$ cat src/rtl/lut_arbiter_pkg.sv
// Shared helpers for the lut_arbiter slice: index-width function and the
// packed-key slicing macro used to split the flat request key bus.
package lut_arbiter_pkg;

  // Bit width needed to index n items, never less than one bit.
  function automatic int unsigned clog2_min1(input int unsigned n);
    return (n <= 2) ? 1 : $clog2(n);
  endfunction

endpackage

`ifndef LUT_ARB_KEY_SLICE
// Key of requester r inside a flat vector of w-bit keys.
`define LUT_ARB_KEY_SLICE(vec, r, w) vec[(w)*(r) +: (w)]
`endif

$ cat src/rtl/lut_arbiter_if.sv
// Request/response bus of lut_arbiter.
//   req_valid/req_key : requester side, one bit / one key per requester
//   req_grant         : one-hot, combinational grant back to requesters
//   resp_*            : registered valid/ready response slot
// master = requesters + response consumer, slave = lut_arbiter.
interface lut_arbiter_if
  import lut_arbiter_pkg::*;
#(
  parameter int unsigned NR_REQ     = 4,
  parameter int unsigned KEY_WIDTH  = 4,
  parameter int unsigned DATA_WIDTH = 8,
  parameter int unsigned ID_W       = clog2_min1(NR_REQ)
);

  logic [NR_REQ-1:0]           req_valid;
  logic [NR_REQ*KEY_WIDTH-1:0] req_key;
  logic [NR_REQ-1:0]           req_grant;
  logic                        resp_valid;
  logic                        resp_ready;
  logic [ID_W-1:0]             resp_id;
  logic                        resp_hit;
  logic [DATA_WIDTH-1:0]       resp_data;

  modport master (
    output req_valid, req_key, resp_ready,
    input  req_grant, resp_valid, resp_id, resp_hit, resp_data
  );

  modport slave (
    input  req_valid, req_key, resp_ready,
    output req_grant, resp_valid, resp_id, resp_hit, resp_data
  );

endinterface

$ cat src/rtl/lut_arbiter_rr_arbiter.sv
// Round-robin pick among NR_REQ requests, starting the search at ptr.
//   req   : request vector
//   ptr   : first requester to consider
//   en    : grant allowed this cycle
//   grant : one-hot grant (all zero when nothing granted)
//   id    : encoded index of the granted requester (0 when none)
module lut_arbiter_rr_arbiter
  import lut_arbiter_pkg::*;
#(
  parameter int unsigned NR_REQ = 4,
  parameter int unsigned ID_W   = clog2_min1(NR_REQ)
) (
  input  logic [NR_REQ-1:0] req,
  input  logic [ID_W-1:0]   ptr,
  input  logic              en,
  output logic [NR_REQ-1:0] grant,
  output logic [ID_W-1:0]   id
);

  logic            found_c;
  logic [ID_W-1:0] cand_c;

  // Walk ptr, ptr+1, ... with wrap; first asserted request wins.
  always_comb begin
    grant   = '0;
    id      = '0;
    found_c = 1'b0;
    cand_c  = '0;
    for (int unsigned i = 0; i < NR_REQ; i++) begin
      cand_c = ID_W'((32'(ptr) + i) % NR_REQ);
      if (en && !found_c && req[cand_c]) begin
        found_c       = 1'b1;
        grant[cand_c] = 1'b1;
        id            = cand_c;
      end
    end
  end

endmodule

$ cat src/rtl/lut_arbiter.sv
// Shared key/data lookup table with round-robin arbitration between
// NR_REQ requesters and a single registered valid/ready response slot.
//   clk, rst       : clock, synchronous active-high reset
//   cfg_we/idx/key/data : write one table entry (idx >= NR_KEY ignored)
//   cfg_clr        : invalidate all entries, wins over cfg_we
//   def            : data returned on a miss, sampled at grant
//   bus            : request/grant and response slot (slave side)
module lut_arbiter
  import lut_arbiter_pkg::*;
#(
  parameter int unsigned NR_REQ     = 4,
  parameter int unsigned NR_KEY     = 4,
  parameter int unsigned KEY_WIDTH  = 4,
  parameter int unsigned DATA_WIDTH = 8,
  parameter int unsigned IDX_W      = clog2_min1(NR_KEY),
  parameter int unsigned ID_W       = clog2_min1(NR_REQ)
) (
  input  logic                  clk,
  input  logic                  rst,
  input  logic                  cfg_we,
  input  logic [IDX_W-1:0]      cfg_idx,
  input  logic [KEY_WIDTH-1:0]  cfg_key,
  input  logic [DATA_WIDTH-1:0] cfg_data,
  input  logic                  cfg_clr,
  input  logic [DATA_WIDTH-1:0] def,
  lut_arbiter_if.slave          bus
);

  logic [NR_KEY-1:0]     ent_valid;
  logic [KEY_WIDTH-1:0]  ent_key  [NR_KEY];
  logic [DATA_WIDTH-1:0] ent_data [NR_KEY];

  logic [KEY_WIDTH-1:0]  req_key_arr [NR_REQ];

  logic [ID_W-1:0]       rr_ptr;
  logic                  slot_free_c;
  logic                  arb_en_c;
  logic [NR_REQ-1:0]     grant_c;
  logic [ID_W-1:0]       gnt_id_c;
  logic                  gnt_any_c;

  logic [KEY_WIDTH-1:0]  lkp_key_c;
  logic                  lkp_hit_c;
  logic [DATA_WIDTH-1:0] lkp_data_c;

  logic                  resp_valid_q;
  logic [ID_W-1:0]       resp_id_q;
  logic                  resp_hit_q;
  logic [DATA_WIDTH-1:0] resp_data_q;

  // Unpack the flat key bus into one key per requester.
  for (genvar r = 0; r < NR_REQ; r++) begin : g_key
    assign req_key_arr[r] = `LUT_ARB_KEY_SLICE(bus.req_key, r, KEY_WIDTH);
  end

  // Grants only into a free (or simultaneously drained) slot, never in reset.
  assign slot_free_c = !resp_valid_q || bus.resp_ready;
  assign arb_en_c    = slot_free_c && !rst;

  lut_arbiter_rr_arbiter #(
    .NR_REQ (NR_REQ),
    .ID_W   (ID_W)
  ) u_rr (
    .req   (bus.req_valid),
    .ptr   (rr_ptr),
    .en    (arb_en_c),
    .grant (grant_c),
    .id    (gnt_id_c)
  );

  assign gnt_any_c = |grant_c;
  assign lkp_key_c = req_key_arr[gnt_id_c];

  // Compare against all valid entries; lowest matching index wins.
  always_comb begin
    lkp_hit_c  = 1'b0;
    lkp_data_c = def;
    for (int unsigned i = 0; i < NR_KEY; i++) begin
      if (!lkp_hit_c && ent_valid[i] && (ent_key[i] == lkp_key_c)) begin
        lkp_hit_c  = 1'b1;
        lkp_data_c = ent_data[i];
      end
    end
  end

  // Table update; a lookup in the same cycle still sees the old contents.
  always_ff @(posedge clk) begin
    if (rst) begin
      ent_valid <= '0;
    end else if (cfg_clr) begin
      ent_valid <= '0;
    end else if (cfg_we && (32'(cfg_idx) < NR_KEY)) begin
      ent_valid[cfg_idx] <= 1'b1;
      ent_key[cfg_idx]   <= cfg_key;
      ent_data[cfg_idx]  <= cfg_data;
    end
  end

  // Response slot and round-robin pointer.
  always_ff @(posedge clk) begin
    if (rst) begin
      resp_valid_q <= 1'b0;
      resp_id_q    <= '0;
      resp_hit_q   <= 1'b0;
      resp_data_q  <= '0;
      rr_ptr       <= '0;
    end else if (gnt_any_c) begin
      resp_valid_q <= 1'b1;
      resp_id_q    <= gnt_id_c;
      resp_hit_q   <= lkp_hit_c;
      resp_data_q  <= lkp_data_c;
      rr_ptr       <= ID_W'((32'(gnt_id_c) + 32'd1) % NR_REQ);
    end else if (bus.resp_ready) begin
      resp_valid_q <= 1'b0;
    end
  end

  assign bus.req_grant  = grant_c;
  assign bus.resp_valid = resp_valid_q;
  assign bus.resp_id    = resp_id_q;
  assign bus.resp_hit   = resp_hit_q;
  assign bus.resp_data  = resp_data_q;

endmodule

$ cat src/flat_wrapper.sv
// flat-port wrapper written by rule: the top's interface ports become plain ports
module lut_arbiter_flat import lut_arbiter_pkg::*;
#(
  parameter int unsigned NR_REQ     = 4,
  parameter int unsigned NR_KEY     = 4,
  parameter int unsigned KEY_WIDTH  = 4,
  parameter int unsigned DATA_WIDTH = 8,
  parameter int unsigned IDX_W      = clog2_min1(NR_KEY),
  parameter int unsigned ID_W       = clog2_min1(NR_REQ)
)
  (clk, rst, cfg_we, cfg_idx, cfg_key, cfg_data, cfg_clr, def, bus_req_valid, bus_req_key, bus_resp_ready, bus_req_grant, bus_resp_valid, bus_resp_id, bus_resp_hit, bus_resp_data);
  lut_arbiter_if #(.NR_REQ(NR_REQ), .KEY_WIDTH(KEY_WIDTH), .DATA_WIDTH(DATA_WIDTH), .ID_W(ID_W)) bus_i ();
  input  logic clk;
  input  logic rst;
  input  logic cfg_we;
  input  logic [IDX_W-1:0] cfg_idx;
  input  logic [KEY_WIDTH-1:0] cfg_key;
  input  logic [DATA_WIDTH-1:0] cfg_data;
  input  logic cfg_clr;
  input  logic [DATA_WIDTH-1:0] def;
  input wire logic [$bits(bus_i.req_valid)-1:0] bus_req_valid;
  input wire logic [$bits(bus_i.req_key)-1:0] bus_req_key;
  input wire logic [$bits(bus_i.resp_ready)-1:0] bus_resp_ready;
  output wire logic [$bits(bus_i.req_grant)-1:0] bus_req_grant;
  output wire logic [$bits(bus_i.resp_valid)-1:0] bus_resp_valid;
  output wire logic [$bits(bus_i.resp_id)-1:0] bus_resp_id;
  output wire logic [$bits(bus_i.resp_hit)-1:0] bus_resp_hit;
  output wire logic [$bits(bus_i.resp_data)-1:0] bus_resp_data;
  assign bus_i.req_valid = bus_req_valid;
  assign bus_i.req_key = bus_req_key;
  assign bus_i.resp_ready = bus_resp_ready;
  assign bus_req_grant = bus_i.req_grant;
  assign bus_resp_valid = bus_i.resp_valid;
  assign bus_resp_id = bus_i.resp_id;
  assign bus_resp_hit = bus_i.resp_hit;
  assign bus_resp_data = bus_i.resp_data;
  lut_arbiter #(.NR_REQ(NR_REQ), .NR_KEY(NR_KEY), .KEY_WIDTH(KEY_WIDTH), .DATA_WIDTH(DATA_WIDTH), .IDX_W(IDX_W), .ID_W(ID_W)) u_core (.clk(clk), .rst(rst), .cfg_we(cfg_we), .cfg_idx(cfg_idx), .cfg_key(cfg_key), .cfg_data(cfg_data), .cfg_clr(cfg_clr), .def(def), .bus(bus_i));
endmodule
$ cat config.mk
export PLATFORM = sky130hd
export DESIGN_NAME = lut_arbiter_flat
export DESIGN_NICKNAME = d
export VERILOG_FILES = /design/src/rtl/lut_arbiter_pkg.sv /design/src/rtl/lut_arbiter_if.sv /design/src/rtl/lut_arbiter_rr_arbiter.sv /design/src/rtl/lut_arbiter.sv /design/src/flat_wrapper.sv
export SDC_FILE = /design/constraint.sdc
export NUM_CORES = 1
export LEC_CHECK = 0
export ABC_AREA = 1
export CAP_MARGIN = 20
export CORE_ASPECT_RATIO = 0.6
export CORE_UTILIZATION = 40
export CTS_CLUSTER_SIZE = 30
export DETAILED_ROUTE_END_ITERATION = 8
export MAX_ROUTING_LAYER = met4
export PLACE_DENSITY = 0.69
export SLEW_MARGIN = 25
export SYNTH_ARGS = -nofsm -noshare
export SYNTH_HDL_FRONTEND = slang
export SYNTH_SLANG_ARGS = --single-unit
$ cat constraint.sdc
create_clock -name clk -period 3.85 [get_ports clk]
set_input_delay 0.77 -clock clk [delete_from_list [all_inputs] [get_ports clk]]
set_output_delay 0.77 -clock clk [all_outputs]
set_load 0.005 [all_outputs]
* After elaboration in Yosys (flattened, before gate mapping)
Memories as Yosys holds them, arrays and structs flattened.
Index checks and enable logic that the tools add are counted.
** Word-level totals
- Word-level logic and storage cells :: 110
- Register bits after elaboration :: 18
- Bits in writable memories :: 48
- Bits of input ports :: 47
- Output and inout port bits :: 16
- Memories :: 2
** Memory list
- u_core.ent_data :: words 4, width 8, read ports 4, clocked after memory_dff 0, write ports 1, RTL line lut_arbiter.sv:31 : logic [DATA_WIDTH-1:0] ent_data [NR_KEY];
- u_core.ent_key :: words 4, width 4, read ports 4, clocked after memory_dff 0, write ports 1, RTL line lut_arbiter.sv:30 : logic [KEY_WIDTH-1:0] ent_key [NR_KEY];
** Operators by class
- Bitwise operators :: 5
- Eq/ne operators :: 4
- Magnitude comparators :: 11
- Reduce and logical (&&, ||, !) cells :: 32
- Muxes and demuxes :: 46
- $add $sub $neg :: 4
** Operators with widths (number)
- 8-bit two-way mux :: 4
- 4-bit two-way mux :: 6
- 1-bit two-way mux :: 22
- 1-bit logical AND :: 20
- 4-bit == test :: 4
- 4-bit bitwise OR :: 4
- 2-bit by 3-bit less-than comparator with 1-bit output (second input constant) :: 5
- 1-bit demux with 2-bit select :: 5
- 2-bit by 1-bit greater-or-equal comparator with 1-bit output (second input constant) :: 5
- 1-bit binary-select mux with 2-bit select :: 4
- 4-bit binary-select mux with 2-bit select :: 1
- 1-bit logical NOT :: 8
- 2-bit two-way mux :: 4
- 2-bit by 1-bit adder with 2-bit output (second input constant) :: 2
- 2-bit adder (second input constant) :: 2
- 4-bit OR reduction :: 1
- 3-bit greater-or-equal comparator (second input constant) :: 1
- 2-bit NOT with 3-bit output :: 1
- 2-bit nonzero test :: 1
- 2-bit OR reduction :: 1
- 1-bit logical OR :: 1

* Longest topological paths before layout
Gate-level depths: netlist (run 1).
- Depth in word-level cells :: 36
- Depth in mapped cells :: 25
- Gate-level depth less buffers :: 24

* By module
Synthesis (run 1) repeated with hierarchy kept, for this count alone.
** Second synthesis, totals
- Cell total of the unflattened synthesis :: 440
- Area total of the unflattened synthesis :: 3753.6 um^2
** Modules (own cells, without submodules)
- lut_arbiter :: cells each 358, area each 3248.1 um^2, sequential area each 1801.7 um^2, instances 1
- lut_arbiter_rr_arbiter :: cells each 82, area each 505.5 um^2, sequential area each 0.0 um^2, instances 1

* Worst setup path after synthesis (run 1)
OpenSTA, ideal clock, no wires.
- Kind :: register to register
- From :: register u_core.rr_ptr[0]
- To :: register u_core.resp_data_q[7] (netlist: u_core.bus.resp_data[7])
- Required time :: 3733 ps
- Slack :: 830 ps
- Arrival :: 2903 ps
- Setup time :: 117 ps
- Period minus slack after synthesis :: 3020 ps
- Path buffers :: 2
- Cell stages (with the launch flop) :: 25
- Cell sequence :: dfxtp_1 inv_2 ha_1 inv_1 nand3_1 nand2_2 nand3_2 nor2_4 nor2_2 nand2_4 nand2_4 buf_12 nand2_4 nand3_4 nand3_2 nand2_4 nor2_8 nand3_4 buf_6 nand3_1 nand2_1 nor2_1 nor2_1 nor2_1 nor2_1
** On the way
- Word-level cells in the longest chain between the ends :: 35
- Elaborated cells on any way between the ends :: 81
** RTL lines
- start: declaration :: RTL line lut_arbiter.sv:35 : logic [ID_W-1:0] rr_ptr;
- start signal: assignment :: RTL line lut_arbiter.sv:112 : rr_ptr <= ID_W'((32'(gnt_id_c) + 32'd1) % NR_REQ);
- 1-bit binary-select mux with 2-bit select :: RTL line lut_arbiter_rr_arbiter.sv:31 : if (en && !found_c && req[cand_c]) begin
- 1-bit two-way mux (implied by the code) :: RTL line lut_arbiter_rr_arbiter.sv:31
- 1-bit logical AND :: RTL line lut_arbiter_rr_arbiter.sv:31
- 1-bit two-way mux :: RTL line lut_arbiter_rr_arbiter.sv:31
- 1-bit logical NOT :: RTL line lut_arbiter_rr_arbiter.sv:31
- 1-bit logical AND (2 in a row) :: RTL line lut_arbiter_rr_arbiter.sv:31
- 1-bit two-way mux :: RTL line lut_arbiter_rr_arbiter.sv:31
- 1-bit logical NOT :: RTL line lut_arbiter_rr_arbiter.sv:31
- [15 not listed]
- 1-bit logical AND (2 in a row) :: RTL line lut_arbiter.sv:79 : if (!lkp_hit_c && ent_valid[i] && (ent_key[i] == lkp_key_c)) begin
- 1-bit two-way mux :: RTL line lut_arbiter.sv:79
- 1-bit logical NOT :: RTL line lut_arbiter.sv:79
- 1-bit logical AND (2 in a row) :: RTL line lut_arbiter.sv:79
- 1-bit two-way mux :: RTL line lut_arbiter.sv:79
- 1-bit logical NOT :: RTL line lut_arbiter.sv:79
- 1-bit logical AND (2 in a row) :: RTL line lut_arbiter.sv:79
- 8-bit two-way mux :: RTL line lut_arbiter.sv:79
- end signal: assignment :: RTL line lut_arbiter.sv:111 : resp_data_q <= lkp_data_c;
- end: declaration :: RTL line lut_arbiter.sv:49 : logic [DATA_WIDTH-1:0] resp_data_q;
Several ways; a longest one is shown, not always the timed one. The select of a mux whose other input is x is not followed.
A chain may end at the register's enable or synchronous reset.

* Worst setup path in the final report (run 1)
- From :: input bus_req_valid[3]
- To :: register u_core.resp_data_q[1] (netlist: u_core.bus.resp_data[1])
** On the way
- Word-level cells in the longest chain between the ends :: 35
- Elaborated cells on any way between the ends :: 58
** RTL lines
- start: declaration :: RTL line flat_wrapper.sv:21 : input wire logic [$bits(bus_i.req_valid)-1:0] bus_req_valid;
- 1-bit binary-select mux with 2-bit select :: RTL line lut_arbiter_rr_arbiter.sv:31
- 1-bit two-way mux (implied by the code) :: RTL line lut_arbiter_rr_arbiter.sv:31
- 1-bit logical AND :: RTL line lut_arbiter_rr_arbiter.sv:31
- 1-bit two-way mux :: RTL line lut_arbiter_rr_arbiter.sv:31
- 1-bit logical NOT :: RTL line lut_arbiter_rr_arbiter.sv:31
- 1-bit logical AND (2 in a row) :: RTL line lut_arbiter_rr_arbiter.sv:31
- 1-bit two-way mux :: RTL line lut_arbiter_rr_arbiter.sv:31
- 1-bit logical NOT :: RTL line lut_arbiter_rr_arbiter.sv:31
- [15 not listed]
- 1-bit logical AND (2 in a row) :: RTL line lut_arbiter.sv:79
- 1-bit two-way mux :: RTL line lut_arbiter.sv:79
- 1-bit logical NOT :: RTL line lut_arbiter.sv:79
- 1-bit logical AND (2 in a row) :: RTL line lut_arbiter.sv:79
- 1-bit two-way mux :: RTL line lut_arbiter.sv:79
- 1-bit logical NOT :: RTL line lut_arbiter.sv:79
- 1-bit logical AND (2 in a row) :: RTL line lut_arbiter.sv:79
- 8-bit two-way mux :: RTL line lut_arbiter.sv:79
Several ways; a longest one is shown, not always the timed one. The select of a mux whose other input is x is not followed.

==> results of run 1 <==
==> state kept, by name (all words and copies together) (netlist names) <==
name                   cells
u_core.bus.resp_valid      1
u_core.ent_key            16
u_core.bus.resp_id         2
u_core.bus.resp_data       8
u_core.rr_ptr              2
u_core.bus.resp_hit        1
u_core.ent_valid           4
u_core.ent_data           32
==> timing repair <==
action,CTS,global route
setup endpoints to repair,0,9
gates resized for setup,0,2
hold buffers,0,0
buffers inserted,0,0
==> placed cells by master (no fill, tap or decap), types with 3 or more instances in the layout <==
cell type and n:
nand4_1 19, o22ai_1 7, nand3_1 47, ha_1 4, dfxtp_1 18, nor2_4 3, inv_1 63, nand3_4 8
nand2_2 7, clkdlybuf4s50_1 62, edfxtp_1 48, nand3b_1 4, o21bai_1 8, nand2_4 14, nor2_1 51, a21oi_1 9
o21ai_0 18, nor2_2 6, clkbuf_16 9, nand3_2 8, buf_4 15, nand2_1 74, bufinv_16 3
==> worst reg2reg max path: cells and delay by family, from the launching register on <==
family / cells / cell delay (ps)
buf+inv: 2 / 200
simple gates: 19 / 2370
fa+ha+maj: 1 / 400
flops: 1 / 340
==> layer usage <==
| metal | GRT usage, % | vias to the layer above | part of all wire [%] |
|---|---|---|---|
| met1 | 32.8 | 1557 | 52 |
| met3 | 5.45 | 6 | 7.9 |
| met2 | 27.5 | 141 | 40 |
| met4 | 4.71 | 0 | 0.51 |
| met5 | - | - | 0 |
| li1 | - | 1626 | - |
==> power breakdown <==
| part | switching [mW] | total, mW | internal [mW] | leakage (nW) |
|---|---|---|---|---|
| clock network | 0.296 | 0.930 | 0.634 | 0.167 |
| logic | 1.06 | 1.74 | 0.671 | 1.48 |
| registers | 0.0313 | 0.862 | 0.831 | 0.582 |
| total | 1.39 | 3.53 | 2.14 | 2.23 |
==> worst paths after layout <==
| path | to | slack, ps | cells past startpoint |
|---|---|---|---|
| worst min register to register | u_core.ent_valid[0] | 500 | 2 |
| worst min-delay path | u_core.ent_valid[0] | 500 | 2 |
| worst max-delay path | u_core.bus.resp_data[1] | 300 | 23 |
| worst max register to register | u_core.bus.resp_data[1] | 450 | 22 |
==> cells by family after synthesis <==
group | after synthesis | share of synthesized area, %
AND/OR/NAND/NOR | 245 | 36.4
buffers and inverters | 74 | 8.24
flip-flops | 66 | 46.4
AO/OA/AOI/OAI | 46 | 6.95
adder cells (fa/ha/maj) | 4 | 1.29
XOR/XNOR | 1 | 0.708
==> metrics by stage <==
stage | util, % | hold WS [ps] | TNS, ps
4_1_cts | 54.6 | 491 | 0
6_report | 54.7 | 498 | 0
3_5_place_dp | 50.9 | 478 | -211
5_1_grt | 54.7 | 530 | 0
2_1_floorplan | - | 448 | 0
3_3_place_gp | 50.9 | 474 | 0
==> cell type report <==
type	instances	area [µm²]
Clock inverter	6	113
Fill cell	816	4210
Inverter	66	250
Timing Repair Buffer	78	753
Multi-Input combinational cell	296	1780
Tap cell	130	163
Sequential cell	66	1800
Clock buffer	10	229
==> key figures, run 1 <==
Logic synthesis
  • Synth Flop Type: edfxtp_1
  • Count leader, synth: nand2_1
  • Instance count of the mapped netlist: 436
  • Synthesized area: 3890 µm²
  • Synth top area cells: edfxtp_1 (37%), dfxtp_1 (9.3%), nand2_1 (7.1%)
  • Synth cell types: 32
  • EDFF count, synth: 48
  • Mean Syn Cell Area: 8.91 µm²
  • FF+latch count, synth: 66
  • Ys async rst share: 0%
  • Synth area leader: edfxtp_1
  • Most common library cells after synthesis: nand2_1 (74), inv_1 (63), nor2_1 (52)
  • Top cell type's share of synthesized area: 37.1%
  • YS warnings: 0
  • Net Count, Synth: 487
  • Register area share after synthesis: 46.4%

STA
  • Fin. Hold Viols: 0
  • RSZ-0062 raised after global routing: false
  • Final Cycle Share: 92.2%
  • Setup WS post-layout: 299 ps
  • Max Transition Viols Final: 0
  • Final min period: 3550 ps
  • Setup Skew: 10.2 ps
  • Worst-Margin Slew: 429 ps
  • Fmax: 282 MHz
  • Final setup vio count: 0
  • Slew HR: 71.3%

Pwr
  • P_leak: 2.23 nW
  • PnR Total Power: 3.53 mW
  • Worst vdd ir: 260 µV
  • Pwr/cell area: 694 nW/µm²

Detailed routing
  • Vias/cell: 5.11
  • DR vias: 3330
  • # DRC: 0
  • 1st-pass router iterations: 5
  • Iter 0 DRT Violations: 242
  • WL/cell: 15.0 µm
  • Total Wirelength: 9800 µm
  • Post-DRT Antenna Nets: 0

Global routing
  • First-pass GRT wire length: 15800 µm
  • Grt total ovfl: 0
  • Antenna violations before repair: 0
  • Largest net degree at the start of global routing: 20
  • Total GRT Usage: 21.4%
  • Vias in the first global route: 3054

Setup path
  • Critical path class: primary input to flop
  • Crit-path cells: clkdlybuf4s50_1, nand2_1, nand3_2, nand2_2, nand2_1, nor2_1, nand2_1, nand3_2, nor2_4, inv_4, nand3_4, nand2_4, nand2_1, nand2_2, nor2_8, nand3_4, buf_12, nand3_1, nand2_1, nor2_1, nor2_1, nor2_1, nor2_1
  • Crit path max-delay family: simple AND/OR/NAND/NOR gates
  • Worst setup SP type: primary input
  • Worst EP arrival: 3780 ps
  • Buf+Inv Stages, Crit Path: 3
  • CP Max Fanout: 14
  • Largest stage delay, worst path: 490 ps
  • Reg2reg start: u_core.rr_ptr[0]
  • CP endpoint kind: flop
  • Critical Path Slowest Stage Cell: clkdlybuf4s50_1
  • Critical Path Source: bus_req_valid[3]
  • CP required: 4070 ps

Place
  • Dpl hpwl: 7570 µm
  • Placed cells: 636
  • Pre-CTS setup slack: -54.8 ps
  • Placer Congestion: 0.923
  • Port Buffers: 62
  • DP Area: 4730 µm²

Floorplan
  • CORE AREA: 9290 µm²
  • Total die area: 10100 µm²
  • Initial core utilization: 41.8%
  • Row count: 27
  • Die W: 129 µm
  • Die height: 78.4 µm
  • # IOs: 63

Outcome
  • Status: complete, no violations

Clocking
  • CTS clk-pin slew, worst paths: 60 ps
  • CTS Buffer Depth: 2
  • CTS tree: done
  • # clock sinks: 66
  • Clock buffer count from CTS: 9
  • H-tree levels: 3
  • Worst-skew pair later-pin latency: 330 ps
  • Root Driver: clkbuf_16

Final layout
  • Antenna diodes: 0
  • Share of cells above drive strength 1: 16.5%
  • Nets: 568
  • Area growth syn-to-layout: 30.8%
  • Final Instance Count excl. Fillers: 652
  • Design area: 5080 µm²

Hold path
  • HP Class: flop to flop
  • Hold_sp: u_core.ent_valid[0]

Job
  • Max Cap Violations: 0
(Power assumes the default switching activity.)
==> run 2, diff against run 1 <==
--- a/config.mk
+++ b/config.mk
@@ -13,6 +13,7 @@
 export DETAILED_ROUTE_END_ITERATION = 8
 export MAX_ROUTING_LAYER = met4
 export PLACE_DENSITY = 0.69
+export SETUP_SLACK_MARGIN = 0.3
 export SLEW_MARGIN = 25
 export SYNTH_ARGS = -nofsm -noshare
 export SYNTH_HDL_FRONTEND = slang
==> run 2 against run 1 <==
Against the previous run: routed wire length rose by 4.1%; setup slack gained 150 ps; clock power decreased by 0.4%; via count rose by 2.7%; core utilization increased by 1.8 points; register-to-register slack improved by 70 ps; die area unchanged; sequential cell count stayed put.
==> key figures, run 2 (synthesized netlist as in run 1, its figures left out) <==
Outcome
  • Status: complete, no violations

Setup path
  • CP required: 4070 ps
  • Top cell by count, worst path: nor2_1
  • Register-to-register setup slack: 520 ps
  • Critical path class: primary input to flop
  • Worst EP arrival: 3620 ps
  • CP endpoint kind: flop
  • Worst setup SP type: primary input
  • Buf+Inv Stages, Crit Path: 5
  • Crit path max-delay family: simple AND/OR/NAND/NOR gates
  • Largest stage delay, worst path: 440 ps
  • Crit-path cells: clkdlybuf4s50_1, nand2_1, nand3_2, nand2_2, nand3_2, nor2_4, inv_2, nor2_2, nor2_4, buf_4, nand3_4, nand2_4, nand2_1, nand2_2, nor2_8, nand3_4, buf_12, buf_4, nand3_1, nand2_1, nor2_1, nor2_1, nor2_1, nor2_1
  • Critical Path Slowest Stage Cell: clkdlybuf4s50_1
  • CP Max Fanout: 9

Pwr
  • P_sw: 1.43 mW
  • Worst vdd ir: 264 µV
  • Switching Share: 39.8%
  • Part of the power in combinational logic: 50.4%
  • P_leak: 2.37 nW
  • Seq pwr share: 23.9%
  • PnR Total Power: 3.61 mW
  • Clk pwr share: 25.7%
  • P_int: 2.17 mW
  • Pwr/cell area: 687 nW/µm²

Detailed routing
  • DR vias: 3419
  • Post-DRT Antenna Nets: 0
  • # DRC: 0
  • Iter 0 DRT Violations: 298
  • Vias/cell: 5.15
  • Total Wirelength: 10200 µm
  • 1st-pass router iterations: 5
  • WL/cell: 15.4 µm

Floorplan
  • Total die area: 10100 µm²
  • CORE AREA: 9290 µm²
  • Die height: 78.4 µm
  • Row count: 27
  • Die W: 129 µm
  • Initial core utilization: 41.8%
  • # IOs: 63

Clocking
  • Clock buffer count from CTS: 9
  • CTS tree: done
  • # clock sinks: 66
  • CTS Buffer Depth: 2
  • H-tree levels: 3
  • CTS clk-pin slew, worst paths: 50 ps
  • Worst-skew pair later-pin latency: 330 ps
  • Root Driver: clkbuf_16

Global routing
  • Grt total ovfl: 0
  • Total GRT Usage: 21.4%
  • Vias in the first global route: 3054
  • First-pass GRT wire length: 15800 µm
  • Antenna violations before repair: 0
  • Largest net degree at the start of global routing: 20

Final layout
  • Most frequent cells in the layout: nand2_1 (72), inv_1 (63), clkdlybuf4s50_1 (58), edfxtp_1 (48), nor2_1 (47)
  • Max reg flops: 32
  • Design area: 5250 µm²
  • Reg with most FFs: u_core.ent_data
  • Share of cells above drive strength 1: 19.9%
  • Nets: 580
  • Antenna diodes: 0
  • Finished Core Util: 56.5%
  • Commonest non-fill, non-tap cell in the layout: nand2_1
  • Area growth syn-to-layout: 35.1%

STA
  • Max Transition Viols Final: 0
  • Final setup vio count: 0
  • RSZ-0062 raised after global routing: true
  • Worst-Margin Slew: 434 ps
  • Fin. Hold Viols: 0
  • Worst hold margin: 493 ps
  • Setup Skew: 10.0 ps
  • Final min period: 3400 ps
  • Setup WS post-layout: 447 ps
  • Final Cycle Share: 88.4%
  • Fmax: 294 MHz
  • Slew HR: 71.0%

Place
  • Port Buffers: 62
  • DP Area: 4730 µm²
  • Pre-CTS setup slack: -54.8 ps
  • Placer Congestion: 0.923
  • Dpl hpwl: 7570 µm

Hold path
  • HP Class: flop to flop

Job
  • Max Cap Violations: 0
run 2: cell types whose count changed in the layout (fill, tap and decap cells not counted), moves of 3 or more:
| cell | previous run | this run |
|---|---|---|
| clkdlybuf4s50_1 | 62 | 58 |
| dlymetal6s2s_1 | 0 | 4 |
| nor2_1 | 51 | 47 |
| nand2_2 | 7 | 10 |
| buf_4 | 15 | 25 |
| nor2_4 | 3 | 6 |
run 2: stage by stage:
step / cells / setup TNS, ps
final: 664 / 0
after floorplan: 436 / 0
after CTS: 652 / 0
after global routing: 664 / 0
after global placement: 636 / 0
after detailed placement: 636 / -211
run 2: area by class of cell:
type	instances	area (µm²)
sequential	66	1800
inverter	66	250
multi-input combinational	297	1840
tap	130	163
clock inverter	6	113
fill	797	4040
timing repair buffer	89	858
clock buffer	10	229
run 2: path summary, 6_finish.rpt:
| kind | startpoint | endpoint | depth (start not counted) |
|---|---|---|---|
| max | bus_req_valid[2] | u_core.bus.resp_data[5] | 24 |
| min | u_core.ent_valid[0] | u_core.ent_valid[0] | 2 |
| max reg2reg | u_core.rr_ptr[0] | u_core.bus.resp_data[5] | 25 |
| min reg2reg | u_core.ent_valid[0] | u_core.ent_valid[0] | 2 |
run 2: power groups by stage:
stage	registers [mW]	clock network, mW	logic [mW]
3_3_place_gp	0.876	0	1.68
4_1_cts	0.862	0.941	1.72
2_1_floorplan	0.885	0	1.25
6_report	0.863	0.926	1.82
5_1_grt	0.868	0.968	2.01
3_5_place_dp	0.876	0	1.71
run 2: worst min-delay path: cells and delay by family, from the launching register on:
kind | cells | cell delay (ps)
flip-flops | 1 | 340
AND/OR/NAND/NOR | 1 | 60
AO/OA/AOI/OAI | 1 | 60
run 2: metal layers:
layer  up-vias  track usage [%]  wire (µm)
li1       1657                -          -
met1      1608             32.8       5210
met2       146             27.5       4170
met3         8             5.45        769
met4         0             4.71         68
met5         -                -          0
run 2: what timing repair did:
item | in CTS | in global routing
resized for setup | 1 | 18
hold endpoints to repair | 0 | 0
endpoints found under the setup margin | 7 | 12
cloned | 0 | 1
hold buffers | 0 | 0
setup buffers | 0 | 11
pin swaps | 0 | 8
==> run 3, diff against run 2 <==
--- a/config.mk
+++ b/config.mk
@@ -9,9 +9,9 @@
 export CAP_MARGIN = 20
 export CORE_ASPECT_RATIO = 0.6
 export CORE_UTILIZATION = 40
+export CTS_CLUSTER_DIAMETER = 100
 export CTS_CLUSTER_SIZE = 30
 export DETAILED_ROUTE_END_ITERATION = 8
-export MAX_ROUTING_LAYER = met4
 export PLACE_DENSITY = 0.69
 export SETUP_SLACK_MARGIN = 0.3
 export SLEW_MARGIN = 25
==> run 3 against run 2 <==
Against the previous run: sequential power about the same; die area unchanged; core utilization up 1.1 points; combinational power up 5%; clock-buffer cell count unchanged; global-route usage is 1.8 points lower; hold slack improved by 12 ps; clock skew fell by 7.3 ps; power up 2.9%; routed wire length is 2.8% lower; critical path depth decreased by 2; final cell count is 0.75% higher; critical endpoint is now u_core.bus.resp_data[0]; largest power group unchanged.
==> key figures, run 3 (synthesized netlist as in run 1, its figures left out) <==
Global routing
  • Total GRT Usage: 19.7%
  • Met1 Use GR: 30.7%
  • First-pass GRT wire length: 15000 µm
  • Largest net degree at the start of global routing: 20
  • M2 GR Usage: 26.9%
  • Grt total ovfl: 0
  • Gr busiest metal: met1
  • Antenna violations before repair: 0
  • Met3 Track Usage GR: 5.32%
  • Vias in the first global route: 2960

Clocking
  • Clock buffer count from CTS: 9
  • CTS tree: done
  • H-tree levels: 3
  • Worst-skew pair later-pin latency: 320 ps
  • Root Driver: clkbuf_16
  • CTS clk-pin slew, worst paths: 50 ps
  • Hold_buf cts: 0
  • CTS Buffer Depth: 2
  • # clock sinks: 66

Final layout
  • Final Instance Count excl. Fillers: 669
  • Most frequent cells in the layout: nand2_1 (69), inv_1 (63), clkdlybuf4s50_1 (57), edfxtp_1 (48), nor2_1 (47)
  • Design area: 5350 µm²
  • Max reg flops: 32
  • Area growth syn-to-layout: 37.6%
  • Register area: 1800 µm²
  • Reg with most FFs: u_core.ent_data
  • Share of cells above drive strength 1: 21.5%
  • Commonest non-fill, non-tap cell in the layout: nand2_1
  • # fillers: 768
  • Multi-input logic area: 1890 µm²
  • Nets: 585
  • Antenna diodes: 0

STA
  • Fin. Hold Viols: 0
  • Max Transition Viols Final: 0
  • Slew HR: 71.3%
  • Final min period: 3440 ps
  • Final Cycle Share: 89.4%
  • Setup WS post-layout: 406 ps
  • Fmax: 290 MHz
  • Worst-Margin Slew: 429 ps
  • Setup Skew: 2.70 ps
  • RSZ-0062 raised after global routing: true
  • Final setup vio count: 0

Place
  • Placed cells: 635
  • Pre-CTS setup slack: -90.3 ps
  • DP Area: 4740 µm²
  • Placer Congestion: 0.904
  • Dpl hpwl: 7410 µm
  • Port Buffers: 62

Detailed routing
  • # DRC: 0
  • Total Wirelength: 9930 µm
  • WL/cell: 14.8 µm
  • Post-DRT Antenna Nets: 0
  • 1st-pass router iterations: 5
  • DR vias: 3408
  • Iter 0 DRT Violations: 306
  • Vias/cell: 5.09

Setup path
  • CP Max Fanout: 10
  • Crit-path cells: clkdlybuf4s50_1, nand2_2, nand3_1, nand2_1, nand3_2, nor2_4, nor2_2, nand2_4, nand3_1, nand3_4, nand2_4, nand2_4, nand2_4, nor2_8, nand3_4, buf_4, buf_4, nand4_2, nand2_1, nor2_1, nor2_1, nor2_1
  • CP endpoint kind: flop
  • Largest stage delay, worst path: 470 ps
  • Register-to-register setup slack: 440 ps
  • Cells on worst reg2reg path: 23
  • Worst setup SP type: primary input
  • Reg2reg start: u_core.rr_ptr[0]
  • Top cell by count, worst path: nand2_4
  • Buf+Inv Stages, Crit Path: 3
  • Reg2reg end: u_core.bus.resp_data[0]
  • Critical path class: primary input to flop
  • Critical Path Slowest Stage Cell: clkdlybuf4s50_1
  • Crit path max-delay family: simple AND/OR/NAND/NOR gates
  • CP required: 4110 ps
  • Worst EP arrival: 3710 ps

Floorplan
  • Die W: 129 µm
  • CORE AREA: 9290 µm²
  • Total die area: 10100 µm²
  • Die height: 78.4 µm
  • Row count: 27
  • Initial core utilization: 41.8%
  • # IOs: 63

Hold path
  • Hold path depth: 2
  • HP Class: flop to flop
  • Hold EP: u_core.ent_valid[0]
  • Hold_sp: u_core.ent_valid[0]

Job
  • Max Cap Violations: 0

Outcome
  • Status: complete, no violations

Pwr
  • PnR Total Power: 3.71 mW
  • P_leak: 2.42 nW
  • Worst vdd ir: 231 µV
  • Pwr/cell area: 693 nW/µm²
==> run 3: worst max path at each step <==
stage,start,endpoint,slack (ps),cells after the start
after floorplan,u_core.rr_ptr[0],u_core.bus.resp_data[7],830,24
after global placement,bus_resp_ready,u_core.bus.resp_data[2],8,20
after detailed placement,bus_resp_ready,u_core.bus.resp_data[2],-90,20
after CTS,bus_req_valid[3],u_core.bus.resp_data[4],330,23
after global routing,u_core.rr_ptr[0],u_core.bus.resp_data[2],200,23
final,bus_req_valid[1],u_core.bus.resp_data[0],410,22
==> run 3: area by class of cell <==
cell class                 count  area share [%]
clock buffer                  10            4.28
sequential                    66            33.7
clock inverter                 6            2.11
inverter                      66            4.68
tap                          130            3.04
multi-input combinational    298            35.3
timing repair buffer          93            16.9
==> run 3: power breakdown <==
group	internal [mW]	total (mW)	switching (mW)
registers	0.831	0.864	0.0327
clock network	0.634	0.927	0.293
logic	0.774	1.92	1.14
==> run 3: what timing repair did <==
action / 4_1_cts / 5_1_grt
gates resized for setup: 1 / 27
cloned: 0 / 2
endpoints found under the setup margin: 8 / 12
pin swaps: 0 / 12
setup buffers: 0 / 16
==> run 3: worst min-delay path, delay by kind of cell (launching register included) <==
kind               cells  cell delay (ps)
AOI/OAI and AO/OA      1               60
DFF                    1              350
and+or+nand+nor        1               60
==> run 3: metal layers <==
layer  vias to the layer above  wire, µm  part of all wire, %
met2                       155      3940                   40
met1                      1572      5160                   52
met5                         -         0                    0
li1                       1672         -                    -
met4                         0        40                 0.40
met3                         9       784                  7.9
==> run 3: per-stage QoR <==
step	hold slack [ps]	utilization [%]	TNS, ps
2_1_floorplan	448	-	0
3_3_place_gp	476	51.0	0
3_5_place_dp	492	51.0	-325
4_1_cts	506	54.7	0
5_1_grt	539	57.6	0
6_report	504	57.6	0
